==> config.mk <==
export PLATFORM = sky130hd
export DESIGN_NAME = riscv_core_icache_axi_refill
export DESIGN_NICKNAME = d
export VERILOG_FILES = /design/src/rtl/riscv_core_axi_pkg.sv /design/src/rtl/riscv_core_icache_axi_refill.sv
export SDC_FILE = /design/constraint.sdc
export NUM_CORES = 1
export LEC_CHECK = 0
export ABC_AREA = 1
export BUFFER_PORTS_ARGS = -buffer_cell sky130_fd_sc_hd__buf_4
export CAP_MARGIN = 20
export CORE_AREA = 2 2 186 188
export CTS_CLUSTER_SIZE = 24
export DETAILED_ROUTE_END_ITERATION = 8
export DIE_AREA = 0 0 188 190
export GPL_TIMING_DRIVEN = 0
export PLACE_DENSITY_LB_ADDON = 0.05
export SLEW_MARGIN = 20
export SYNTH_ARGS = -nofsm -noshare
export SYNTH_HDL_FRONTEND = slang
export SYNTH_SLANG_ARGS = --single-unit
==> constraint.sdc <==
create_clock -name i_clk -period 12 [get_ports i_clk]
set_input_delay 1.2 -clock i_clk [delete_from_list [all_inputs] [get_ports i_clk]]
set_output_delay 1.2 -clock i_clk [all_outputs]
set_load 0.02 [all_outputs]
==> src/rtl/riscv_core_axi_pkg.sv <==
// rtl/riscv_core_axi_pkg.sv - AXI constants and refill FSM types shared by the I-cache refill master
package riscv_core_axi_pkg;

    localparam logic [1:0] AXI_BURST_FIXED = 2'b00;
    localparam logic [1:0] AXI_BURST_INCR  = 2'b01;
    localparam logic [1:0] AXI_BURST_WRAP  = 2'b10;

    localparam logic [1:0] AXI_RESP_OKAY   = 2'b00;
    localparam logic [1:0] AXI_RESP_EXOKAY = 2'b01;
    localparam logic [1:0] AXI_RESP_SLVERR = 2'b10;
    localparam logic [1:0] AXI_RESP_DECERR = 2'b11;

    typedef enum logic [1:0] {
        REFILL_IDLE,
        REFILL_ADDR,
        REFILL_DATA,
        REFILL_DONE
    } refill_state_e;

    // AxSIZE encoding: log2 of the beat size in bytes
    function automatic logic [2:0] axi_size(input int data_width);
        logic [2:0] size;
        size = '0;
        for (int i = 0; i < 8; i++) begin
            if ((8 << i) == data_width) begin
                size = 3'(i);
            end
        end
        return size;
    endfunction

endpackage

==> src/rtl/riscv_core_icache_axi_refill.sv <==
// rtl/riscv_core_icache_axi_refill.sv - AXI4 read master refilling one I-cache block per request
module riscv_core_icache_axi_refill
    import riscv_core_axi_pkg::*;
#(
    parameter int                      ADDR_WIDTH     = 64,
    parameter int                      BLOCK_WIDTH    = 256,
    parameter int                      AXI_DATA_WIDTH = 64,
    parameter int                      AXI_ID_WIDTH   = 4,
    parameter logic [AXI_ID_WIDTH-1:0] AXI_ID         = '0
) (
    input  logic                      i_clk,
    input  logic                      i_rst,
    input  logic                      i_mem_req,
    input  logic [ADDR_WIDTH-1:0]     i_addr,
    output logic                      o_mem_done,
    output logic                      o_mem_err,
    output logic [BLOCK_WIDTH-1:0]    o_block,
    output logic [AXI_ID_WIDTH-1:0]   o_arid,
    output logic [ADDR_WIDTH-1:0]     o_araddr,
    output logic [7:0]                o_arlen,
    output logic [2:0]                o_arsize,
    output logic [1:0]                o_arburst,
    output logic                      o_arvalid,
    input  logic                      i_arready,
    input  logic [AXI_ID_WIDTH-1:0]   i_rid,
    input  logic [AXI_DATA_WIDTH-1:0] i_rdata,
    input  logic [1:0]                i_rresp,
    input  logic                      i_rlast,
    input  logic                      i_rvalid,
    output logic                      o_rready
);

    localparam int                    BEATS     = BLOCK_WIDTH / AXI_DATA_WIDTH;
    localparam int                    CNT_W     = (BEATS > 1) ? $clog2(BEATS) : 1;
    localparam logic [CNT_W-1:0]      LAST_BEAT = CNT_W'(BEATS - 1);
    localparam logic [ADDR_WIDTH-1:0] OFF_MASK  = ADDR_WIDTH'(BLOCK_WIDTH / 8 - 1);

    assign o_arid    = AXI_ID;
    assign o_arlen   = 8'(BEATS - 1);
    assign o_arsize  = axi_size(AXI_DATA_WIDTH);
    assign o_arburst = AXI_BURST_INCR;

    refill_state_e          state, state_d;
    logic [CNT_W-1:0]       cnt, cnt_d;
    logic                   err_flag, err_flag_d;
    logic [ADDR_WIDTH-1:0]  araddr_d;
    logic                   arvalid_d, rready_d, done_d, err_d;
    logic                   beat, beat_err;

    // o_rready is high for the whole of DATA, so a valid beat there is a handshake
    assign beat     = (state == REFILL_DATA) && i_rvalid;
    assign beat_err = (i_rresp != AXI_RESP_OKAY) || (i_rid != AXI_ID) ||
                      (i_rlast != (cnt == LAST_BEAT));

    always_comb begin
        state_d    = state;
        cnt_d      = cnt;
        err_flag_d = err_flag;
        araddr_d   = o_araddr;
        case (state)
            REFILL_IDLE: begin
                if (i_mem_req) begin
                    araddr_d   = i_addr & ~OFF_MASK;
                    cnt_d      = '0;
                    err_flag_d = 1'b0;
                    state_d    = REFILL_ADDR;
                end
            end
            REFILL_ADDR: begin
                if (i_arready) begin
                    state_d = REFILL_DATA;
                end
            end
            REFILL_DATA: begin
                if (beat) begin
                    err_flag_d = err_flag | beat_err;
                    if (cnt == LAST_BEAT) begin
                        state_d = REFILL_DONE;
                    end else begin
                        cnt_d = cnt + CNT_W'(1);
                    end
                end
            end
            REFILL_DONE: begin
                state_d = REFILL_IDLE;
            end
            default: begin
                state_d = REFILL_IDLE;
            end
        endcase
        arvalid_d = (state_d == REFILL_ADDR);
        rready_d  = (state_d == REFILL_DATA);
        done_d    = (state_d == REFILL_DONE);
        err_d     = (state_d == REFILL_DONE) && err_flag_d;
    end

    always_ff @(posedge i_clk or posedge i_rst) begin
        if (i_rst) begin
            state      <= REFILL_IDLE;
            cnt        <= '0;
            err_flag   <= 1'b0;
            o_araddr   <= '0;
            o_arvalid  <= 1'b0;
            o_rready   <= 1'b0;
            o_mem_done <= 1'b0;
            o_mem_err  <= 1'b0;
        end else begin
            state      <= state_d;
            cnt        <= cnt_d;
            err_flag   <= err_flag_d;
            o_araddr   <= araddr_d;
            o_arvalid  <= arvalid_d;
            o_rready   <= rready_d;
            o_mem_done <= done_d;
            o_mem_err  <= err_d;
        end
    end

    // Beat assembler: slot k is only written by beat k, so the line holds after DONE
    always_ff @(posedge i_clk or posedge i_rst) begin
        if (i_rst) begin
            o_block <= '0;
        end else begin
            for (int k = 0; k < BEATS; k++) begin
                if (beat && (cnt == CNT_W'(k))) begin
                    o_block[k*AXI_DATA_WIDTH +: AXI_DATA_WIDTH] <= i_rdata;
                end
            end
        end
    end

endmodule

# Word-level counts from Yosys, hierarchy flattened
# Cells that the tools add are included.
classes:
  add_sub_neg: 1
  eq_ne: 13
  muxes: 12
  bitwise: 1
  reduce_logical: 15
op_table:
  columns: ["op", "n"]
  rows:
  - ["two-way mux 2 bit", 7]
  - ["equality test 2 bit (second input constant)", 6]
  - ["case mux 2 bit (4 select lines)", 1]
  - ["equality test 2 x 1 -> 1 bit (second input constant)", 3]
  - ["logical AND 1 bit", 6]
  - ["!= test 2 bit (second input constant)", 3]
  - ["logical NOT 2 bit", 2]
  - ["case mux 2 bit (2 select lines)", 1]
  - ["AND reduction 4 bit", 1]
  - ["nonzero test 2 bit", 2]
  - ["nonzero test 4 bit", 1]
  - ["adder 2 x 1 -> 2 bit (second input constant)", 1]
  - ["logical OR 1 bit", 2]
  - ["two-way mux 1 bit", 2]
  - ["case mux 1 bit (2 select lines)", 1]
  - ["AND reduction 2 bit", 1]
  - ["!= test 1 bit", 1]
  - ["OR 1 bit", 1]
totals:
  reg_bits: 324
  input_bits: 140
  out_inout_bits: 341
  elab_cells: 54

# Depth between registers and ports, before layout
# Gate-level depths: netlist of run 1.
depth:
  depth_word: 7
  depth_mapped: 9
  mapped_depth_nobuf: 8

# Worst setup path after synthesis of run 1
# Ideal clock, no wire load.
synth_timing:
  kind: "input to register"
  startpoint: "in i_rvalid"
  endpoint: "reg o_block[192]"
  setup_ns: 0.121
  arrival_time_ns: 1.896
  t_required_ns: 11.879
  slack_ns: 9.983
  path_stages: 7
  n_path_buf: 2
  cell_sequence: "nand3_1 -> inv_2 -> nand2_2 -> buf_6 -> buf_2 -> nand2_1 -> o21ai_1"
synth_via:
  elab_chain_cells: 2
synth_rtl:
  columns: ["item", "line", "text"]
  rows:
  - ["start: declaration", "riscv_core_icache_axi_refill.sv:29", "input logic i_rvalid,"]
  - ["logical AND 1 bit", "riscv_core_icache_axi_refill.sv:51", "assign beat = (state == REFILL_DATA) && i_rvalid;"]
  - ["logical AND 1 bit", "riscv_core_icache_axi_refill.sv:125", "if (beat && (cnt == CNT_W'(k))) begin"]
  - ["end signal: indexed assignment", "riscv_core_icache_axi_refill.sv:126", "o_block[k*AXI_DATA_WIDTH +: AXI_DATA_WIDTH] <= i_rdata;"]
  - ["end: declaration", "riscv_core_icache_axi_refill.sv:17", "output logic [BLOCK_WIDTH-1:0] o_block,"]
# Every way passes these cells.
# A chain may end at the register's enable or synchronous reset.

# Worst setup path in the final report of run 1
layout_timing:
  startpoint: "reg o_block[7]"
  endpoint: "out o_block[7]"
# No word-level cell between the ends.

==> metrics.txt, run 1 <==
synth top area cells=dfrtp_1 66%, nand2_1 8.4%, o21ai_0 7.4%, mux2_2 5.4%, buf_6 3.3%; DP Wirelength=around 28000 um; count of different cell masters after synthesis=19; DR iter-0 viols=approximately 450; WL met2=18400 um; Post-Route WL=around 38000 um; slowest stage cell, crit path=dfrtp_1; warnings from Yosys=0; core area=between 30000 and 40000 um2; crit path time final=around 2.3 ns; XOR/XNOR Fraction of Synth Area=0%; Mapped Cells=around 1100; Total GRT Usage=roughly a fifth; wire per inst=between 15 and 20 um; 1st-pass router iterations=5; die area=around 36000 um2; global-route wire length before repair=58400 um; pwr/cell area=around 250 nW/um2; Ports=around 480; die width=188 um; synthesized-area fraction occupied by and/or/nand/nor cells=9.03%; final layout net count=1758; M1 wire length=roughly 16000 um; EDFF count, synth=0; beginning of the worst hold path=o_block[69]; Synth top area share=about two thirds; DR DRC count=0; Slew HR=around three fifths; number of global-route vias before repair=between 9000 and 10000; Fin Setup TNS=0 ns; worst hold path class=register to register; Final WS setup=9.72 ns; clk root buf=clkbuf_16; Seq cells post-synth=roughly 320; R2R depth=4; Sink Count=~320; final max-slew violation count=0; CTS tree=yes; diode count=0; Die Y=190 um; Num CTS Buffers=37; final period utilization=19.0%; leakage=around 9.2 nW; Max Cap Violations=0; skew final=approximately 0.0069 ns; Final Hold Vio Count=0; Synth async-reset ratio=between 90% and 100%; DR vias/cell=approximately 4.5; unrepaired setup endpoints after global routing=false; Critical path buffers and inverters=1; grt total ovfl=0; initial core utilization=36.0%; fillcell total=roughly 3100; GPL Wtd Cong=about 0.77; post-synthesis compound-gate area fraction=a little over a tenth; Final Power=~0.0044 W; CP Capture Type=output pin; Post-DRT Antenna Nets=0; Layout Cells excl Fill=2094; reg2reg end=o_block[247]; DP Worst Slack=between 9 and 10 ns; Tightest Pin Transition=roughly 0.60 ns; worst-path maximum fanout=2; hold depth=2; post-placement cell count=about 2000; worst path required time=about 11 ns; adder-cell share of the synthesized area=less than 1%; crit path DAT=around 1.1 ns; Post-synth top cells=324 x dfrtp_1, 273 x nand2_1, 181 x o21ai_0, 77 x o21ai_1, 76 x inv_1; post-synthesis sequential area ratio=between 60% and 70%; status=finished, final reports clean; CP cell instances=buf_4; cts-stage hold buffer count=0; most frequent cell after synthesis=dfrtp_1; largest net degree at the start of global routing=between 100 and 150; CP Class=register to output pin; top metal layer carrying routed signals=met4; IO buf count=approximately 450; Crit path depth=1; Reg-to-Reg Start=cnt[0]; cell taking the most area after synthesis=dfrtp_1; Worst-Skew Late Latency=about 0.50 ns; Vias=between 9000 and 10000; Post-Syn Area=between 10000 and 15000 um2; WHS Endpoint=o_block[69]; IR drop worst, VDD=between 0.1 and 0.15 mV; Post-CTS Setup Bufs=0; slack of the worst reg-to-reg path=between 10 and 15 ns; largest family of logic cells by synthesized area=compound AO/OA/AOI/OAI gates; Clock transition at path regs=0.06 ns; CTS HTree Levels=2; delay of the slowest critical-path stage=around 0.41 ns; Layout area overhead=43.8%; mux share of post-synthesis cell area=around 5.4%; top_reg_cell synth=dfrtp_1; startpoint types=register; Core Rows=a little under 70; CTS max path bufs=3; Final setup viols=0; layout cells sized above 1=between 40% and 50%; Syn Area/Cell=about 11 um2; initial antenna violation count=0; met3 wire length=~3200 um; CP delay by family, top=flip-flops; fmax=438 MHz; Resized cells post-CTS=0
==> stage by stage <==
step	instance area [um2]	util, %	hold slack (ns)
floorplan	12300	-	0.444
global placement	16300	47.9	0.459
detailed placement	16400	48.2	0.470
CTS	17600	51.8	0.488
global route	17600	51.8	0.502
finish	17600	51.8	0.483
==> per-layer routing <==
metal  vias up  global-route usage (%)
met1      4580                    27.0
li1       4539                       -
met4         0                    5.63
met3        50                    6.47
met2       332                    34.7
met5         -                       0
==> layout make-up <==
| type | count | area (um2) | share of cell area (%) |
|---|---|---|---|
| Inverter | 77 | 297 | 1.69 |
| Tap cell | 455 | 569 | 3.24 |
| Buffer | 84 | 701 | 3.99 |
| Sequential cell | 324 | 8110 | 46.1 |
| Timing Repair Buffer | 456 | 3480 | 19.8 |
| Multi-Input combinational cell | 634 | 3200 | 18.2 |
| Clock buffer | 54 | 1090 | 6.20 |
| Clock inverter | 10 | 125 | 0.712 |
==> registers in the layout, summed over array words and instances, names as in the netlist, 2 cells and up <==
register,flops
cnt,2
o_araddr,59
o_block,256
state,2
==> logic make-up after synthesis <==
logic type / Yosys count
compound gates: 260
fa+ha+maj: 4
buf+inv: 161
flops: 324
mux: 59
other cells: 2
simple gates: 289
==> placed cells by master (no fill, tap or decap) <==
| cell | count |
|---|---|
| buf_2 | 20 |
| bufinv_16 | 3 |
| ha_1 | 4 |
| inv_8 | 1 |
| inv_1 | 75 |
| mux2_2 | 59 |
| inv_2 | 1 |
| o21ai_1 | 77 |
| buf_16 | 3 |
| nand2_2 | 5 |
| clkbuf_16 | 37 |
| clkbuf_1 | 11 |
| o21bai_1 | 1 |
| nand2_1 | 273 |
| o21ai_0 | 181 |
| nand3_1 | 3 |
| buf_4 | 477 |
| nor2_1 | 7 |
| clkinv_2 | 7 |
| dfrtp_1 | 324 |
| conb_1 | 22 |
| or2_2 | 1 |
| a21oi_1 | 1 |
| buf_6 | 36 |
| clkbuf_8 | 10 |
==> worst max path at each step <==
stage | start | end | slack (ns)
global route | o_block[7] | o_block[7] | 9.68
detailed placement | i_rvalid | o_block[247] | 9.45
finish | o_block[7] | o_block[7] | 9.72
floorplan | i_rst | cnt[0] | 1.83
CTS | o_block[7] | o_block[7] | 9.69
global placement | i_rst | o_block[173] | -2.34
==> report_power, final <==
part           internal [W]  total (W)  switching (W)
combinational      0.000721    0.00166       0.000937
clock              0.000691    0.00112       0.000433
sequential          0.00146    0.00166       0.000201
Note: power is estimated with default switching activity, not from simulation.
==> run 2: changes to the inputs <==
Clock period 12 ns to 2.1 ns, I/O delays scaled along.
==> run 2 against run 1 <==
  * Global-route usage grew 0.43 points
  * Combinational power rose to 5.8 times the previous value
  * Die area stayed put
  * Largest power group is now combinational cells
  * Highest routed layer is now met5
==> metrics.txt, run 2 (synthesis results as in run 1) <==
Largest Register=o_block; final layout net count=1836 (+4.4%); IR drop worst, VDD=0.848 mV (+470%); number of global-route vias before repair=10000 (+2.7%); die width=188 um (unchanged); met3 usage in global routing=6.53% (+0.055 points); max FFs per register=256 (unchanged); final max-slew violation count=0 (unchanged); Slew HR=53.0% (-6.7 points); Max Cap Violations=0 (unchanged); Num CTS Buffers=37 (unchanged); Die Y=190 um (unchanged); status=finished, final reports clean; Final Hold Vio Count=0 (unchanged); R2R depth=4 (unchanged); post-placement cell count=2038 (+0.39%); slack of the worst reg-to-reg path=0.50 ns (-9.84 ns); beginning of the worst hold path=i_rdata[43]; cts-stage hold buffer count=70 (+70); crit path time final=~1.6 ns; Vias=9816 (+3.3%); reg2reg end=o_block[214]; die area=35700 um2 (unchanged); crit path DAT=2.31 ns (+1.23 ns); CP Class=input port to asynchronous set/reset pin; Clock transition at path regs=0.06 ns (about the same); Layout Cells excl Fill=2171 (+3.7%); layout cells sized above 1=38.9% (-1.4 points); CTS HTree Levels=2 (unchanged); worst hold path class=input port to register; Post-DRT Antenna Nets=0 (unchanged); Final Power=0.0253 W (+470%); DP Wirelength=28500 um (+2.3%); Worst-Skew Late Latency=0.50 ns (about the same); Sink Count=324 (unchanged); hold depth=3 (+1); leakage=9.50 nW (+3.5%); DP Area=16500 um2 (+0.91%); worst-path maximum fanout=30 (+28); Reg-to-Reg Start=cnt[0]; GPL Wtd Cong=0.749 (-2.1%); wire per inst=18.1 um (-0.38%); CP Capture Type=asynchronous set/reset pin; 1st-pass router iterations=4 (-1); initial antenna violation count=3 (+3); DR vias/cell=4.52 (-0.35%); Tightest Pin Transition=0.704 ns (+0.0997 ns); GR peak layer=met2; core area=33900 um2 (unchanged); Post-Route WL=39300 um (+3.3%); unrepaired setup endpoints after global routing=false; pwr/cell area=1380 nW/um2 (+450%); cell area after layout=18400 um2 (+4.5%); met1 Use GR=27.6% (+0.65 points); GRT met2 Usage=35.0% (+0.27 points); global-route wire length before repair=59500 um (+1.9%); fmax=~620 MHz; DR DRC count=0 (unchanged); Core Rows=68 (unchanged); Post-CTS Setup Bufs=0 (unchanged); worst path required time=2.80 ns (-8.00 ns); initial core utilization=36.0% (unchanged); clk root buf=clkbuf_16; DR iter-0 viols=419 (-6.7%); CTS max path bufs=3 (unchanged); final period utilization=~76%; Resized cells post-CTS=0 (unchanged); commonest cells after routing, fill and taps aside=477 x buf_4, 324 x dfrtp_1, 273 x nand2_1, 181 x o21ai_0, 77 x o21ai_1; startpoint types=input port; Final setup viols=0 (unchanged); Largest regs=o_block x256, o_araddr x59; grt total ovfl=0 (unchanged); commonest non-fill, non-tap cell in the layout=buf_4; Ports=481 (unchanged); IO buf count=453 (unchanged); CTS tree=yes; skew final=0.00909 ns (+0.00215 ns); WHS Endpoint=o_block[43]; largest net degree at the start of global routing=34 (-67%); Layout area overhead=50.3%; Total GRT Usage=21.5% (+0.43 points)
run 2: changes by cell type in the layout (fill, tap and decap cells not counted), moves of 2 or more:
cell	change
clkinvlp_4	+2
clkbuf_8	-3
diode_2	+2
buf_12	+9
dlygate4sd3_1	+70
run 2: worst max path at each step:
stage,start,to,cells past startpoint
5_1_grt,i_rst,o_block[195],7
4_1_cts,cnt[0],o_block[214],4
2_1_floorplan,i_rst,cnt[0],1
6_report,i_rst,o_block[195],7
3_3_place_gp,i_rst,o_block[195],2
3_5_place_dp,cnt[0],o_block[214],4
run 2: power by group:
part | total, W | internal, W | leakage, nW | switching, W
Clock | 0.00621 | 0.00371 | 0.573 | 0.00250
Combinational | 0.00963 | 0.00423 | 4.68 | 0.00540
Sequential | 0.00950 | 0.00833 | 4.25 | 0.00117
run 2: worst max-delay path, stage by stage:
cell and delay (ns):
dlygate4sd3_1 0.54, buf_4 0.14, clkinvlp_4 0.46, buf_12 0.29, buf_12 0.23, buf_16 0.20
buf_16 0.18
run 2: final cells by class:
type | instances | area, um2
fill | 3089 | 15600
clock buffer | 50 | 1040
antenna | 2 | 5.00
buffer | 84 | 701
multi-input combinational | 634 | 3200
timing repair buffer | 534 | 4340
sequential | 324 | 8110
inverter | 77 | 293
clock inverter | 11 | 111
tap | 455 | 569
run 2: per-stage QoR:
step	setup TNS [ns]	hold slack, ns	util (%)	worst slack (ns)
floorplan	-788.21	0.360	-	-2.43
global placement	-1491.23	0.443	47.9	-4.64
detailed placement	0	0.345	48.6	0.467
CTS	0	0.000906	54.1	0.440
global route	0	0.00230	54.1	0.310
finish	0	0.0101	54.1	0.495
run 2: metal layers:
metal	routed length, um	vias up	share of wire (%)
li1	-	4683	-
met1	16500	4740	42
met2	18800	327	48
met3	2950	64	7.5
met4	1080	2	2.7
met5	11	-	0.028
==> run 3: changes to the inputs <==
Clock period 2.1 ns to 1.5 ns, I/O delays scaled along.
==> run 3 against run 2 <==
  * Combinational power rose by 42%
  * Critical path depth unchanged
  * Via count up 2.0%
  * Worst hold slack worse by 0.00080 ns
  * Sequential cell count did not move
  * Die area did not move
  * Setup slack worse by 0.42 ns
  * Utilization increased by 2.0 points
  * Clock power up 40%
  * Sequential power rose by 40%
  * Clock skew shrank 0.00091 ns
  * Critical path type is now register to register
  * Largest power group unchanged
==> metrics.txt, run 3 (synthesis results as in run 1) <==
Post-CTS Setup Bufs=0 (unchanged); initial antenna violation count=1 (-2); Num CTS Buffers=37 (unchanged); clk root buf=clkbuf_16; status=finished, final reports clean; CTS max path bufs=3 (unchanged); Critical path buffers and inverters=3 (-4); die width=188 um (unchanged); max FFs per register=256 (unchanged); Ports=481 (unchanged); worst path required time=1.87 ns (-0.93 ns); fmax=around 700 MHz; Largest Register=o_block; Post-Route WL=39800 um (+1.1%); crit path time final=roughly 1.4 ns; Vias=10000 (+2.0%); Sink Count=324 (unchanged); worst-path maximum fanout=10 (-67%); Max Cap Violations=0 (unchanged); Fin Setup TNS=0 ns (unchanged); hold_ws=0.00929 ns (-0.000803 ns); Clock transition at path regs=0.06 ns (about the same); initial core utilization=36.0% (unchanged); grt total ovfl=0 (unchanged); CP delay by family, top=buffers and inverters; CP Capture Type=register; startpoint types=register; Final setup viols=0 (unchanged); final max-slew violation count=0 (unchanged); final period utilization=95.3%; unrepaired setup endpoints after global routing=true; final layout net count=1890 (+2.9%); slack of the worst reg-to-reg path=0.07 ns (-0.43 ns); Worst-Skew Late Latency=0.50 ns (about the same); fillcell total=3023 (-2.1%); Layout area overhead=55.8%; number of global-route vias before repair=10300 (+2.7%); global-route wire length before repair=60500 um (+1.5%); leakage=9.84 nW (+3.6%); Total GRT Usage=21.7% (+0.23 points); die area=35700 um2 (unchanged); skew final=0.00818 ns (-0.000912 ns); Final Hold Vio Count=0 (unchanged); 1st-pass router iterations=4 (unchanged); DP Wirelength=28500 um (unchanged); diode count=0 (-2); Die Y=190 um (unchanged); CP Class=register to register; worst hold path class=input port to register; Post-DRT Antenna Nets=0 (unchanged); IO buf count=453 (unchanged); DR vias/cell=4.51 (-0.35%); CTS tree=yes; commonest non-fill, non-tap cell in the layout=buf_4; delay of the slowest critical-path stage=0.41 ns (-0.13 ns); Largest regs=o_block x256, o_araddr x59; GPL Wtd Cong=0.749 (unchanged); slowest stage cell, crit path=dfrtp_1; pwr/cell area=1880 nW/um2 (+36%); layout cells sized above 1=38.2% (-0.68 points); core area=33900 um2 (unchanged); crit path DAT=1.79 ns (-0.52 ns); DR iter-0 viols=424 (+1.2%); DR DRC count=0 (unchanged); largest net degree at the start of global routing=34 (unchanged); CTS HTree Levels=2 (unchanged); CP cell instances=inv_1 -> ha_1 -> nand2_4 -> buf_12 -> buf_4 -> nand2_1 -> o21ai_0; wire per inst=17.9 um (-1.3%); Core Rows=68 (unchanged); commonest cells after routing, fill and taps aside=488 x buf_4, 324 x dfrtp_1, 273 x nand2_1, 181 x o21ai_0, 123 x dlygate4sd3_1; IR drop worst, VDD=1.25 mV (+48%)
[run 3: layout make-up]
| type | count | area (um2) | share of cell area, % |
|---|---|---|---|
| inverter | 77 | 298 | 1.56 |
| sequential | 324 | 8110 | 42.6 |
| clock buffer | 50 | 1040 | 5.48 |
| tap | 455 | 569 | 2.99 |
| clock inverter | 11 | 111 | 0.584 |
| multi-input combinational | 634 | 3230 | 17.0 |
| buffer | 84 | 800 | 4.20 |
| timing repair buffer | 588 | 4890 | 25.7 |
[run 3: layer usage]
metal | track usage, % | routed length [um] | up-vias
met5 | 0 | 13 | -
met4 | 6.39 | 1140 | 2
met3 | 6.31 | 3020 | 70
met2 | 35.6 | 19000 | 329
met1 | 28.0 | 16500 | 4822
li1 | - | - | 4793
[run 3: worst min-delay path, delay by kind of cell]
family | cells | cell delay, ns
AOI/OAI and AO/OA | 1 | 0.16
buffers and inverters | 2 | 0.16
[run 3: timing repair]
action / 4_1_cts / 5_1_grt
endpoints found under the hold margin: 314 / 0
pin swaps: 0 / 0
hold buffers: 124 / 0
gates resized for setup: 9 / 49
setup endpoints to repair: 62 / 215
[run 3: worst paths after layout]
kind / from / end / depth (start not counted)
setup reg to reg: cnt[0] / o_block[148] / 7
hold / removal: i_rdata[37] / o_block[37] / 3
hold reg to reg: o_block[31] / o_block[31] / 2
max in group asynchronous: i_rst / o_block[195] / 7
setup / recovery: cnt[0] / o_block[148] / 7
min in group asynchronous: i_rst / o_araddr[27] / 4
[run 3: stage by stage]
stage	util (%)	power, W	instance area [um2]	cells	setup slack (ns)
4_1_cts	55.8	0.0360	18900	2223	0.00106
5_1_grt	56.1	0.0376	19100	2223	-0.0153
2_1_floorplan	-	0.0203	12300	1119	-2.97
3_3_place_gp	47.9	0.0266	16300	2027	-5.18
6_report	56.1	0.0357	19100	2223	0.0708
3_5_place_dp	48.6	0.0269	16500	2038	-0.133
[run 3: power breakdown]
part / internal (W) / total [W] / leakage, nW / switching (W)
Clock: 0.00520 / 0.00871 / 0.573 / 0.00351
Combinational: 0.00608 / 0.0137 / 5.02 / 0.00763
Sequential: 0.0117 / 0.0133 / 4.25 / 0.00164
